**config.mk**
```make
export PLATFORM = sky130hd
export DESIGN_NAME = cache_refill_unit
export DESIGN_NICKNAME = d
export VERILOG_FILES = /design/src/rtl/cache_refill_unit.sv
export SDC_FILE = /design/constraint.sdc
export NUM_CORES = 1
export LEC_CHECK = 0
export BUFFER_PORTS_ARGS = -buffer_cell sky130_fd_sc_hd__buf_2
export CAP_MARGIN = 20
export CORE_MARGIN = 2
export CORE_UTILIZATION = 50
export CTS_BUF_LIST = sky130_fd_sc_hd__clkbuf_16
export CTS_CLUSTER_DIAMETER = 150
export DETAILED_ROUTE_END_ITERATION = 7
export PLACE_DENSITY_LB_ADDON = 0.08
export SYNTH_ARGS = -nofsm -noshare
export SYNTH_HDL_FRONTEND = slang
export SYNTH_SLANG_ARGS = --single-unit
```
**constraint.sdc**
```tcl
create_clock -name clk -period 2.87 [get_ports clk]
set_input_delay 0.574 -clock clk [delete_from_list [all_inputs] [get_ports clk]]
set_output_delay 0.574 -clock clk [all_outputs]
set_load 0.03 [all_outputs]
```
**src/rtl/cache_refill_unit.sv**
```systemverilog
// Cache miss refill engine: issues one line read, collects four beats into a
// 128-bit line (merging a pending store into its target word), then presents
// the line for a single-cycle bank write and returns the requested load word.
module cache_refill_unit #(
    parameter int unsigned TAGLEN   = 20,
    parameter int unsigned INDEXLEN = 8
) (
    input  logic                clk,
    input  logic                reset,
    input  logic                start_i,
    input  logic [31:0]         miss_addr_i,
    input  logic                miss_op_i,
    input  logic [3:0]          miss_wstrb_i,
    input  logic [31:0]         miss_wdata_i,
    output logic                rd_req_o,
    output logic [2:0]          rd_type_o,
    output logic [31:0]         rd_addr_o,
    input  logic                rd_rdy_i,
    input  logic                ret_valid_i,
    input  logic                ret_last_i,
    input  logic [31:0]         ret_data_i,
    output logic                fill_en_o,
    output logic [INDEXLEN-1:0] fill_idx_o,
    output logic [TAGLEN-1:0]   fill_tag_o,
    output logic [127:0]        fill_line_o,
    output logic                fill_dirty_o,
    output logic [31:0]         load_word_o,
    output logic                load_valid_o,
    output logic                busy_o,
    output logic                proto_err_o
);

    localparam int unsigned ADDR_W   = 32;
    localparam int unsigned WORD_W   = 32;
    localparam int unsigned BEATS    = 4;
    localparam int unsigned CNT_W    = 2;
    localparam int unsigned STRB_W   = 4;
    localparam int unsigned OFF_LSB  = 2;
    localparam int unsigned IDX_LSB  = 4;

    typedef enum logic [3:0] {
        IDLE = 4'b0001,
        REQ  = 4'b0010,
        RECV = 4'b0100,
        FILL = 4'b1000
    } state_e;

    state_e                         state_q, state_d;
    logic [ADDR_W-1:OFF_LSB]        addr_q;
    logic                           op_q;
    logic [STRB_W-1:0]              wstrb_q;
    logic [WORD_W-1:0]              wdata_q;
    logic [CNT_W-1:0]               cnt_q;
    logic                           ovf_q;
    logic [BEATS-1:0][WORD_W-1:0]   line_q;
    logic [WORD_W-1:0]              load_word_q;
    logic                           rd_req_q;
    logic                           fill_en_q;
    logic                           load_valid_q;
    logic                           busy_q;
    logic                           proto_err_q;

    logic [CNT_W-1:0]               off_c;
    logic [WORD_W-1:0]              beat_word_c;
    logic                           beat_c;
    logic                           unused_addr_lo;

    // Byte offset bits never matter: the refill works on whole words.
    assign unused_addr_lo = ^miss_addr_i[OFF_LSB-1:0];

    assign off_c  = addr_q[OFF_LSB +: CNT_W];
    assign beat_c = (state_q == RECV) && ret_valid_i;

    // State register.
    always_ff @(posedge clk) begin
        if (reset) begin
            state_q <= IDLE;
        end else begin
            state_q <= state_d;
        end
    end

    // Next-state decode.
    always_comb begin
        state_d = state_q;
        unique case (state_q)
            IDLE:    if (start_i)                   state_d = REQ;
            REQ:     if (rd_rdy_i)                  state_d = RECV;
            RECV:    if (ret_valid_i && ret_last_i) state_d = FILL;
            FILL:                                   state_d = IDLE;
            default:                                state_d = IDLE;
        endcase
    end

    // Incoming beat with the pending store's bytes merged into the target word.
    always_comb begin
        beat_word_c = ret_data_i;
        if (op_q && (cnt_q == off_c)) begin
            for (int b = 0; b < STRB_W; b++) begin
                if (wstrb_q[b]) begin
                    beat_word_c[8*b +: 8] = wdata_q[8*b +: 8];
                end
            end
        end
    end

    // Request capture, beat collection, error tracking and registered strobes.
    always_ff @(posedge clk) begin
        if (reset) begin
            addr_q       <= '0;
            op_q         <= 1'b0;
            wstrb_q      <= '0;
            wdata_q      <= '0;
            cnt_q        <= '0;
            ovf_q        <= 1'b0;
            line_q       <= '0;
            load_word_q  <= '0;
            rd_req_q     <= 1'b0;
            fill_en_q    <= 1'b0;
            load_valid_q <= 1'b0;
            busy_q       <= 1'b0;
            proto_err_q  <= 1'b0;
        end else begin
            if ((state_q == IDLE) && start_i) begin
                addr_q  <= miss_addr_i[ADDR_W-1:OFF_LSB];
                op_q    <= miss_op_i;
                wstrb_q <= miss_wstrb_i;
                wdata_q <= miss_wdata_i;
            end
            // Fresh line per miss so words never returned read as zero.
            if ((state_q == REQ) && rd_rdy_i) begin
                cnt_q  <= '0;
                ovf_q  <= 1'b0;
                line_q <= '0;
            end
            if (beat_c) begin
                line_q[cnt_q] <= beat_word_c;
                cnt_q         <= cnt_q + CNT_W'(1);
                if (!op_q && (cnt_q == off_c)) begin
                    load_word_q <= ret_data_i;
                end
                // A wrap past the last word means the burst is already too long.
                if ((cnt_q == CNT_W'(BEATS-1)) && !ret_last_i) begin
                    ovf_q <= 1'b1;
                end
                if (ret_last_i && ((cnt_q != CNT_W'(BEATS-1)) || ovf_q)) begin
                    proto_err_q <= 1'b1;
                end
            end
            rd_req_q     <= (state_d == REQ);
            fill_en_q    <= (state_d == FILL);
            load_valid_q <= (state_d == FILL) && !op_q;
            busy_q       <= (state_d != IDLE);
        end
    end

    assign rd_req_o     = rd_req_q;
    assign rd_type_o    = 3'b100;
    assign rd_addr_o    = {addr_q[ADDR_W-1:IDX_LSB], 4'b0000};
    assign fill_en_o    = fill_en_q;
    assign fill_idx_o   = addr_q[IDX_LSB +: INDEXLEN];
    assign fill_tag_o   = addr_q[ADDR_W-1 -: TAGLEN];
    assign fill_line_o  = line_q;
    assign fill_dirty_o = op_q;
    assign load_word_o  = load_word_q;
    assign load_valid_o = load_valid_q;
    assign busy_o       = busy_q;
    assign proto_err_o  = proto_err_q;

endmodule
```
* After elaboration in Yosys (flattened, before gate mapping)
Index checks and enable logic that the tools add are counted.
Operators by class: add/subtract/negate cells 1, multipliers 0, divide/modulo/power cells 0, magnitude comparators 2, equality and inequality tests 9, shift operators 0, muxes and demuxes 20, bitwise operators 0, reductions and logical operators 16
Operators with widths (count):
- $mux 128 | 3
- $bwmux 128 | 1
- $demux 32 s2 | 1
- $mux 32 | 2
- $mux 8 | 4
- $mux 4 | 3
- $pmux 4 s3 | 1
- $logic_and 1x1->1 | 10
- $eq 4x2->1 const B | 2
- $eq 4x1->1 const B | 1
- $eq 4x3->1 const B | 1
- $eq 4x4->1 const B | 1
- $mux 2 | 2
- $ne 4x1->1 const B | 1
- $reduce_and 2->1 | 2
- $lt 2x3->1 const B | 1
- $mux 1 | 3
- $add 2x1->2 const B | 1
- $eq 2x2->1 | 1
- $eq 2x2->1 const B | 1
- $ge 2x1->1 const B | 1
- $logic_not 1->1 | 2
- $ne 2x2->1 const B | 1
- $reduce_bool 2->1 | 1
- $logic_or 1x1->1 | 1
Word-level totals: flip-flop bits (word level) 239, latch bits 0, RAM bits 0, bits in read-only memories 0, input port bits 107, output and inout port bits 229, logic and storage cells 65, memories kept 0

* Longest topological paths before layout
depth after elaboration 6, gate-level depth with buffers 8, mapped depth without buffers 5

* Worst setup path before layout
OpenSTA, ideal clock, no wires.
path type in2reg, start input reset, end register state_q[2], data arrival time 1986 ps, data required time 2737 ps, setup slack 751 ps, stages on the path 6, cells stage by stage clkbuf_1 > clkbuf_1 > clkbuf_1 > clkbuf_1 > clkbuf_1 > a21oi_1
RTL lines:
- from (decl) | line 9 | input logic reset,
- to (signal assigned) | line 79 | state_q <= state_d;
- to (decl) | line 48 | state_e state_q, state_d;
No word-level cell between the ends.

* Worst setup path in the final report
start register cnt_q[0], end register line_q (netlist bit fill_line_o[65])
On the way: cells in the longest elaborated chain, start to end 6, elaborated cells on any way between the ends 10, classes of those cells order compare (2); eq/ne (1); mux (5); reduce/logical (2)
RTL lines:
- from (decl) | line 53 | logic [CNT_W-1:0] cnt_q;
- from (signal assigned) | line 138 | cnt_q <= cnt_q + CNT_W'(1);
- $lt 2x3->1 (not written as such) or $ge 2x1->1 (tied branches) | line 137 | line_q[cnt_q] <= beat_word_c;
- $logic_and 1x1->1 (not written as such) | line 137
- $mux 32 (not written as such) | line 137
- $demux 32 s2 | line 137
- $bwmux 128 (*) | line 137
- $mux 128 (*) | line 136 | if (beat_c) begin
- to (signal, indexed assignment) | line 137
- to (decl) | line 55 | logic [BEATS-1:0][WORD_W-1:0] line_q;
Mark *: on every way between the ends. The rest lies on a longest branch, timed or not. A chain may end at the register's enable or synchronous reset.

==> flow_metrics.env <==
export IMPL_status="complete, no violations"
export IMPL_drc_errors=0
export IMPL_seqCellArea_um2=4780
export IMPL_whs_path_depth=3
export IMPL_cp_end_kind="register"
export IMPL_syn_avg_cell_area_um2=8.76
export IMPL_postCtsSetupRepairBufs=0
export IMPL_p_leak_nw=5.69
export IMPL_relSlewSlack=0.509
export IMPL_drtPass1Iterations=5
export IMPL_skew_ns=0.00861
export IMPL_coreArea_um2=19500
export IMPL_clock_latency_ns=0.52
export IMPL_rsz0062_at_grt="false"
export IMPL_ant_nets=0
export IMPL_die_height_um=145
export IMPL_htree_levels=1
export IMPL_dominantRegCellSynth="dfxtp_1"
export IMPL_viasPerCell=5.06
export IMPL_yosysSeqAreaShare=0.482
export IMPL_path_class="reg2reg"
export IMPL_clock_path_buffers=3
export IMPL_yosysTopAreaCell="dfxtp_1"
export IMPL_grt_pass1_wl_um=41800
export IMPL_fmax_ghz=0.434
export IMPL_max_stage_delay_ns=0.62
export IMPL_finalPower_mw=7.11
export IMPL_slowest_stage="mux2i_1"
export IMPL_cts_resized_gates=0
export IMPL_critical_path_required_ns=3.24
export IMPL_die_w_um=145
export IMPL_routedWlPerCell_um=16.3
export IMPL_synthDistinctLibCells=36
export IMPL_grt_pass1_vias=7536
export IMPL_tightest_slew_ns=0.734
export IMPL_power_density_nw_per_um2=587
export IMPL_period_share=0.803
export IMPL_numCtsBuffers=26
export IMPL_multiInputGateArea_um2=4360
export IMPL_hold_buffers=0
export IMPL_arrival_ns=2.68
export IMPL_clock_root_buffer="clkbuf_16"
export IMPL_cp_start_kind="register"
export IMPL_placed_area_um2=11300
export IMPL_hold_path_class="in2reg"
export IMPL_antenna_found_initial=1
export IMPL_synth_edf_count=0
export IMPL_setup_violations=0
export IMPL_synth_xor_area_share=0.00176
export IMPL_ios=336
export IMPL_synthMuxAreaShare=0.0799
export IMPL_syn_inst=1134
export IMPL_dp_hpwl_um=19000
export IMPL_synth_compound_area_frac=0.133
export IMPL_synth_top_cell_area_share=0.482
export IMPL_vias=8294
export IMPL_cts_tree="done"
export IMPL_final_nets=1466
export IMPL_nFillCells=1742
export IMPL_cts_sink_count=239
export IMPL_crit_fanout=16
export IMPL_grt_overflow=0
export IMPL_peakVddDrop_mv=0.386
export IMPL_r2r_cells=4
export IMPL_yosys_area_share_simple=0.212
export IMPL_grt_max_degree=94
export IMPL_maxSlewViolCount=0
export IMPL_synth_area_leaders="dfxtp_1 (48%), nand2_1 (7.6%), nor2b_1 (6.1%)"
export IMPL_design_area_um2=12100
export IMPL_synth_top_family_by_area="simple AND/OR/NAND/NOR gates"
export IMPL_synth_async_sr_flop_share=0
export IMPL_yosys_area_share_adder=0.00504
export IMPL_dr_first_iter_drc_count=440
export IMPL_synth_warnings=0
export IMPL_rows=51
export IMPL_fin_crit_ns=2.30
export IMPL_worstPathCellList="xnor2_2 > nand4_2 > mux2i_1 > o21ai_0"
export IMPL_cap_violations=0
export IMPL_hold_viol=0
export IMPL_globalRouteTotalUtil=0.243
export IMPL_initial_core_util=0.510
export IMPL_wl_um=26800
export IMPL_gp_congestion=0.812
export IMPL_fin_setup_tns_ns=0
export IMPL_synth_area_um2=9930
export IMPL_die_area_um2=21000
export IMPL_drive_above_1_share=0.310
export IMPL_io_buffer_count=326
export IMPL_ys_ff_latch=239
export IMPL_clkTransAtPathRegs_ns=0.06
export IMPL_area_growth_syn_to_layout_pct=21.9
-- logic make-up after synthesis --
group | Yosys count
buffers and inverters | 158
other | 2
XOR/XNOR | 2
AO/OA/AOI/OAI | 236
multiplexers | 64
flip-flops | 239
adder cells (fa/ha/maj) | 4
AND/OR/NAND/NOR | 429
-- per-layer routing --
layer / track usage / part of all wire / vias up
li1: - / - / 4226
met1: 0.340 / 0.46 / 3762
met2: 0.392 / 0.46 / 284
met3: 0.0478 / 0.070 / 22
met4: 0.0475 / 0.013 / 0
met5: 0 / 0 / -
-- area by class of cell --
type | instances | area share
repair buffers | 343 | 0.152
multi-input cells | 742 | 0.360
well taps | 265 | 0.0274
diodes | 2 | 0.000413
inverters | 3 | 0.000930
clock buffers | 27 | 0.0558
flip-flops and latches | 239 | 0.395
clock inverters | 17 | 0.00796
-- critical path, delay by kind of cell (launching register included) --
family / cells / cell delay (ns)
XOR/XNOR: 1 / 0.42
flip-flops: 1 / 0.38
multiplexers: 1 / 0.62
AND/OR/NAND/NOR: 1 / 0.57
AO/OA/AOI/OAI: 1 / 0.17
-- Yosys cell counts, types with 3 or more instances --
library cell and count:
o21ai_0 97, buf_4 63, nand2_1 201, mux2i_1 32, buf_1 9, inv_1 3, mux2_4 30, clkbuf_1 75
nand4_2 4, buf_6 3, a311oi_1 32, or3_1 3, and4_1 4, a21oi_1 102, buf_2 5, dfxtp_1 239
nor2b_1 97, nor2_1 6, ha_1 4, and3_1 3, nand3_1 99
-- report_power, final --
group / leakage (nW) / internal (mW) / total, mW / switching (mW)
combinational: 3.36 / 0.204 / 0.616 / 0.412
clock: 0.399 / 1.77 / 3.04 / 1.28
sequential: 1.94 / 3.39 / 3.45 / 0.0585
total: 5.69 / 5.36 / 7.11 / 1.75
-- metrics by stage --
step           cells  setup slack (ns)  hold WS, ns  utilization
2_1_floorplan   1139             0.751        0.445            -
3_3_place_gp    1592             0.311        0.449        0.581
3_5_place_dp    1592             0.221        0.456        0.581
4_1_cts         1636             0.215        0.272        0.621
5_1_grt         1636             0.312        0.277        0.622
6_report        1638             0.566        0.290        0.622
-- sequential cells by signal (all words and copies together) (netlist names), 2 cells and up --
name	count
load_word_o	32
fill_line_o	128
state_q	4
wstrb_q	4
addr_q	30
wdata_q	32
cnt_q	2
-- final timing paths --
kind	startpoint	end	slack [ns]
max	cnt_q[0]	fill_line_o[65]	0.57
min	miss_wdata_i[30]	wdata_q[30]	0.29
max reg2reg	cnt_q[0]	fill_line_o[65]	0.57
min reg2reg	fill_line_o[56]	fill_line_o[56]	0.46
-- layout by cell type (no fill, tap or decap), drive strengths merged --
cell type and n:
buf 343, a2bb2oi 1, nor2b 97, a31oi 1, clkinv 12, bufinv 1, mux2i 32, clkbuf 27
and4 4, or3 3, nand3 99, conb 7, nor3 2, a41oi 2, nor2 6, inv 7
o21ba 1, and3 3, nand2b 2, ha 4, nor4b 1, mux2 32, nand3b 1, nor3b 2
a311oi 32, o21ai 97, nand2 202, and3b 2, diode 2, dfxtp 239, nand4 5, a21oi 102
xnor2 2
Note: power is estimated with default switching activity, not from simulation.
